### src/rtl/mdu_hilo.sv
// mdu_hilo: multi-cycle multiply/divide unit with its own HI/LO pair.
// Define MDU_MADD_EN to add madd/maddu/msub/msubu accumulate ops.
module mdu_hilo #(
  parameter int WIDTH   = 32,
  parameter int MUL_LAT = 2
) (
  input  logic             clk,
  input  logic             resetn,
  input  logic             start,
  input  logic [3:0]       op,
  input  logic [WIDTH-1:0] a,
  input  logic [WIDTH-1:0] b,
  input  logic             cancel,
  output logic             busy,
  output logic             done,
  output logic [WIDTH-1:0] hi,
  output logic [WIDTH-1:0] lo
);

  localparam int NMAX = (WIDTH > MUL_LAT + 1) ? WIDTH : MUL_LAT + 1;
  localparam int CW   = $clog2(NMAX + 1);

  localparam logic [3:0] OP_MULT  = 4'd1;
  localparam logic [3:0] OP_MULTU = 4'd2;
  localparam logic [3:0] OP_DIV   = 4'd3;
  localparam logic [3:0] OP_DIVU  = 4'd4;
  localparam logic [3:0] OP_MTHI  = 4'd5;
  localparam logic [3:0] OP_MTLO  = 4'd6;
`ifdef MDU_MADD_EN
  localparam logic [3:0] OP_MADD  = 4'd7;
  localparam logic [3:0] OP_MADDU = 4'd8;
  localparam logic [3:0] OP_MSUB  = 4'd9;
  localparam logic [3:0] OP_MSUBU = 4'd10;
`endif

  typedef enum logic [1:0] {IDLE, MUL, DIV} state_t;

  state_t state_q, state_d;

  logic [CW-1:0]    cnt_q, len_q;
  logic [WIDTH-1:0] hi_q, lo_q;
  logic [WIDTH-1:0] opa_q, opb_q;
  logic [WIDTH-1:0] quo_q, rem_q;
  logic             sgn_q, nq_q, nr_q, bz_q;
  logic             done_q;

  logic d_mul, d_div, d_mthi, d_mtlo, d_sgn;
`ifdef MDU_MADD_EN
  logic d_acc, d_sub;
  logic acc_q, sub_q;
`endif

  logic accept, last;
  logic a_neg, b_neg;
  logic [WIDTH-1:0] a_mag, b_mag;

  always_comb begin
    d_mul  = 1'b0;
    d_div  = 1'b0;
    d_mthi = 1'b0;
    d_mtlo = 1'b0;
    d_sgn  = 1'b0;
`ifdef MDU_MADD_EN
    d_acc  = 1'b0;
    d_sub  = 1'b0;
`endif
    case (op)
      OP_MULT:  begin d_mul = 1'b1; d_sgn = 1'b1; end
      OP_MULTU: d_mul = 1'b1;
      OP_DIV:   begin d_div = 1'b1; d_sgn = 1'b1; end
      OP_DIVU:  d_div = 1'b1;
      OP_MTHI:  d_mthi = 1'b1;
      OP_MTLO:  d_mtlo = 1'b1;
`ifdef MDU_MADD_EN
      OP_MADD:  begin d_mul = 1'b1; d_sgn = 1'b1; d_acc = 1'b1; end
      OP_MADDU: begin d_mul = 1'b1; d_acc = 1'b1; end
      OP_MSUB:  begin
        d_mul = 1'b1; d_sgn = 1'b1;
        d_acc = 1'b1; d_sub = 1'b1;
      end
      OP_MSUBU: begin d_mul = 1'b1; d_acc = 1'b1; d_sub = 1'b1; end
`endif
      default: ;
    endcase
  end

  assign busy   = (state_q != IDLE);
  assign accept = start & ~busy & ~cancel;
  assign last   = (cnt_q == len_q);

  assign a_neg = d_sgn & a[WIDTH-1];
  assign b_neg = d_sgn & b[WIDTH-1];
  assign a_mag = a_neg ? -a : a;
  assign b_mag = b_neg ? -b : b;

  // Restoring step: quotient bits shift in at the bottom of quo_q.
  logic [WIDTH:0]   rem_sh, diff;
  logic [WIDTH-1:0] rem_n, quo_n, q_fin, r_fin;

  assign rem_sh = {rem_q, quo_q[WIDTH-1]};
  assign diff   = rem_sh - {1'b0, opb_q};
  assign rem_n  = diff[WIDTH] ? rem_sh[WIDTH-1:0] : diff[WIDTH-1:0];
  assign quo_n  = {quo_q[WIDTH-2:0], ~diff[WIDTH]};
  assign q_fin  = nq_q ? -quo_n : quo_n;
  assign r_fin  = nr_q ? -rem_n : rem_n;

  logic [2*WIDTH-1:0] pa, pb, prod, mres;

  assign pa   = {{WIDTH{sgn_q & opa_q[WIDTH-1]}}, opa_q};
  assign pb   = {{WIDTH{sgn_q & opb_q[WIDTH-1]}}, opb_q};
  assign prod = pa * pb;

`ifdef MDU_MADD_EN
  always_comb begin
    mres = prod;
    if (acc_q)
      mres = sub_q ? {hi_q, lo_q} - prod : {hi_q, lo_q} + prod;
  end
`else
  assign mres = prod;
`endif

  always_comb begin
    state_d = state_q;
    unique case (state_q)
      IDLE: begin
        if (accept & d_mul)
          state_d = MUL;
        else if (accept & d_div)
          state_d = DIV;
      end
      default: begin
        if (cancel | last)
          state_d = IDLE;
      end
    endcase
  end

  always_ff @(posedge clk or negedge resetn) begin
    if (!resetn)
      state_q <= IDLE;
    else
      state_q <= state_d;
  end

  always_ff @(posedge clk or negedge resetn) begin
    if (!resetn) begin
      cnt_q  <= '0;
      len_q  <= '0;
      hi_q   <= '0;
      lo_q   <= '0;
      opa_q  <= '0;
      opb_q  <= '0;
      quo_q  <= '0;
      rem_q  <= '0;
      sgn_q  <= 1'b0;
      nq_q   <= 1'b0;
      nr_q   <= 1'b0;
      bz_q   <= 1'b0;
      done_q <= 1'b0;
`ifdef MDU_MADD_EN
      acc_q  <= 1'b0;
      sub_q  <= 1'b0;
`endif
    end else begin
      done_q <= 1'b0;
      if (state_q == IDLE) begin
        if (accept) begin
          unique case (1'b1)
            d_mul: begin
              opa_q <= a;
              opb_q <= b;
              sgn_q <= d_sgn;
              cnt_q <= '0;
`ifdef MDU_MADD_EN
              acc_q <= d_acc;
              sub_q <= d_sub;
              len_q <= d_acc ? CW'(MUL_LAT) : CW'(MUL_LAT - 1);
`else
              len_q <= CW'(MUL_LAT - 1);
`endif
            end
            d_div: begin
              opa_q <= a;
              opb_q <= b_mag;
              quo_q <= a_mag;
              rem_q <= '0;
              nq_q  <= a_neg ^ b_neg;
              nr_q  <= a_neg;
              bz_q  <= (b == '0);
              cnt_q <= '0;
              len_q <= CW'(WIDTH - 1);
            end
            d_mthi: begin
              hi_q   <= a;
              done_q <= 1'b1;
            end
            d_mtlo: begin
              lo_q   <= a;
              done_q <= 1'b1;
            end
            default: ;
          endcase
        end
      end else if (!cancel) begin
        cnt_q <= cnt_q + 1'b1;
        if (state_q == DIV) begin
          rem_q <= rem_n;
          quo_q <= quo_n;
        end
        if (last) begin
          done_q <= 1'b1;
          if (state_q == MUL) begin
            {hi_q, lo_q} <= mres;
          end else if (bz_q) begin
            hi_q <= opa_q;
            lo_q <= '1;
          end else begin
            hi_q <= r_fin;
            lo_q <= q_fin;
          end
        end
      end
    end
  end

  assign done = done_q;
  assign hi   = hi_q;
  assign lo   = lo_q;

endmodule
### config.mk
export PLATFORM = sky130hd
export DESIGN_NAME = mdu_hilo
export DESIGN_NICKNAME = d
export VERILOG_FILES = /design/src/rtl/mdu_hilo.sv
export SDC_FILE = /design/constraint.sdc
export NUM_CORES = 2
export LEC_CHECK = 0
export ABC_AREA = 0
export CORE_MARGIN = 2
export CORE_UTILIZATION = 60
export CTS_BUF_LIST = sky130_fd_sc_hd__clkbuf_8 sky130_fd_sc_hd__clkbuf_16
export CTS_CLUSTER_DIAMETER = 120
export DETAILED_ROUTE_END_ITERATION = 16
export PLACE_DENSITY = 0.81
export SKIP_LAST_GASP = 1
export SLEW_MARGIN = 20
export SYNTH_ARGS = -nofsm -noshare
export SYNTH_HDL_FRONTEND = slang
export SYNTH_SLANG_ARGS = --single-unit
### constraint.sdc
create_clock -name clk -period 7.59 [get_ports clk]
set_input_delay 0.759 -clock clk [delete_from_list [all_inputs] [get_ports clk]]
set_output_delay 0.759 -clock clk [all_outputs]
set_load 0.005 [all_outputs]
==> qor.txt <==
routed len/inst - 23.79 um
status - complete, but fails checks
failing checks - negative setup slack
multi-input logic area - 0.04346 mm2
Final setup viols - 33
drt pass-1 iters - 8
Worst Setup Start Kind - flip-flop
fin crit period - 8.089 ns
Compound-Gate Fraction of Synth Area - 0.09688
CP bufs+invs - 9
xor and xnor fraction of the mapped netlist area - 0.03267
CP max stage delay - 0.59 ns
worst setup path category - flip-flop to flip-flop
post-synth top area cell - fa_1
Final period util - 1.066
Clock Sinks - 207
final hold slack - 0.3021 ns
top cell type's share of synthesized area - 0.4268
CP required - 8.02 ns
layout net count - 7,994
htree depth - 1
area grow syn2layout - 18.88%
Worst path most repeated cell - fa_1
CP max stage cell - fa_1
most common cell after layout, fill and taps aside - inv_1
PnR worst setup slack - -0.4993 ns
Die Span Y - 300.7 um
root buffer selected by CTS - clkbuf_16
fraction of layout cells with a size suffix above 1 - 0.1552
sequential area share after synthesis - 0.09807
Cells after Synth - 6,130
# diodes - 0
Rows - 108
DRC Markers - 0
Rel. slew slack - 0.2069
Post-Synth Adder-Cell Area - 0.4858
total grt overflow - 0
CTS buffer count - 27
YS warnings - 0
post-layout util - 0.7215
final antenna-violating net count - 0
worst slack at placement - -0.6048 ns
largest net degree at the start of global routing - 113
Cell Area, Synth - 0.05282 mm2
GRT Total Usage - 0.3991
core area - 0.08702 mm2
total wire length - 183,700 um
DRT iter0 DRCs - 4,955
number of global-route vias before repair - 49,590
cell family with most CP delay - adder cells
Fin. Hold Viols - 0
Synth Area in Simple Gates - 0.1683
port bufs - 137
fmax - 123.6 MHz
clock-pin slew on the worst setup and hold paths - 0.06 ns
Worst Path Max Fanout - 4
register area - 0.005209 mm2
initial antenna violation count - 2
Top FF cell, synth - dfrtp_1
dpl hpwl - 142,200 um
Mapped Nets - 7,577
Unique masters post-synth - 83
Clk Latency, worst-skew pair - 0.56 ns
Synth area leaders - fa_1 43%, dfrtp_1 9.8%, inv_1 8.4%
synthesized area per cell - 8.617 um2
Final Slew Violations - 0
DR vias/cell - 6.095
global-route wire length before repair - 276,400 um
Hold Path Class - primary input to async pin
synthesized flop and latch total - 207
die width - 300.7 um
post-synthesis mux area share - 0.006846
Max Cap Viol - 0
most frequent cells in the layout - 1,153 x inv_1, 1,077 x fa_1, 1,035 x nand2_1
largest family of logic cells by synthesized area - adder cells
I/O pin count - 138
crit path capture type - flip-flop
ys async rst share - 1.000
Starting Density - 0.6070
Worst Max-Slew Pin Slew - 1.190 ns
final clock skew - 0.01283 ns
fillers - 5,999
CTS tree - yes
die area - 0.09042 mm2
Clock Path Buffers - 3
Via Count - 47,060
Post-synth EDFFs - 0
GPL Wtd Cong - 0.9906
CP arrival - 8.51 ns
RSZ-0062 raised after global routing - true
[metal layers]
layer,vias up,wire length (um),GRT usage
met1,23460,63730,0.5120
met2,3120,84080,0.6354
met3,930,21900,0.09329
met5,-,14,0
li1,19550,-,-
met4,2,13940,0.2061
[area by class of cell]
cell class                 count  area share
clock buffer                  34     0.01229
clock inverter                14    0.003128
inverter                    1192     0.07142
multi-input combinational   4360      0.6922
sequential                   207     0.08295
tap                         1155     0.02301
timing repair buffer         759      0.1150
[cells by family after synthesis]
family | after synthesis
buf+inv | 1563
simple gates | 1933
compound gates | 820
xor+xnor | 197
fa+ha+maj | 1375
flops | 207
mux | 35
[sequential cells by signal (all words and copies together), names as in the netlist]
register / flops
done: 1
quo_q: 32
cnt_q: 6
bz_q: 1
sgn_q: 1
lo: 32
opb_q: 32
state_q: 2
opa_q: 32
nq_q: 1
nr_q: 1
rem_q: 32
len_q: 2
hi: 32
[path summary, 6_finish.rpt]
kind	startpoint	to	slack [ns]	cells past startpoint
min in group clk	lo[7]	lo[7]	0.48	2
max reg2reg	opb_q[6]	hi[28]	-0.50	30
max in group asynchronous	resetn	opb_q[13]	5.83	2
max	opb_q[6]	hi[28]	-0.50	30
min reg2reg	lo[7]	lo[7]	0.48	2
min	resetn	lo[0]	0.30	1
[per-stage QoR]
stage	instance area [um2]	cells	setup TNS [ns]
floorplan	53040	6130	-0.3994
global placement	59190	7574	-8.418
CTS	61440	7670	-1.543
global route	62790	7721	-14.74
detailed placement	59200	7574	-10.26
finish	62790	7721	-7.108
[what timing repair did]
item,in CTS,in global routing
gates resized for setup,190,232
pin swaps,119,132
hold buffers,0,0
setup buffers,49,52
setup endpoints to repair,37,43
gates cloned,2,3
[Yosys cell counts, drive strengths merged, types with 12 or more instances]
cell type  number
xnor2         124
nor2b          19
o21ai         266
nand4          25
buf            26
a22o           12
o31ai          27
mux2i          26
a21oi         205
o21a           25
nand3          45
nand2        1055
or2            12
clkbuf        345
inv          1188
ha            249
nand2b         24
nor3           43
a21o           45
a221oi         14
xor2           73
a211oi         28
o22ai          27
o21bai         18
nor2          222
nor4           24
a31oi          32
or3            33
o211ai         25
and2          351
and3           35
fa           1126
dfrtp         207
Power is left out: the tool's default activity adds up to more than one toggle a clock period on the data nets, which glitch-free logic cannot reach.
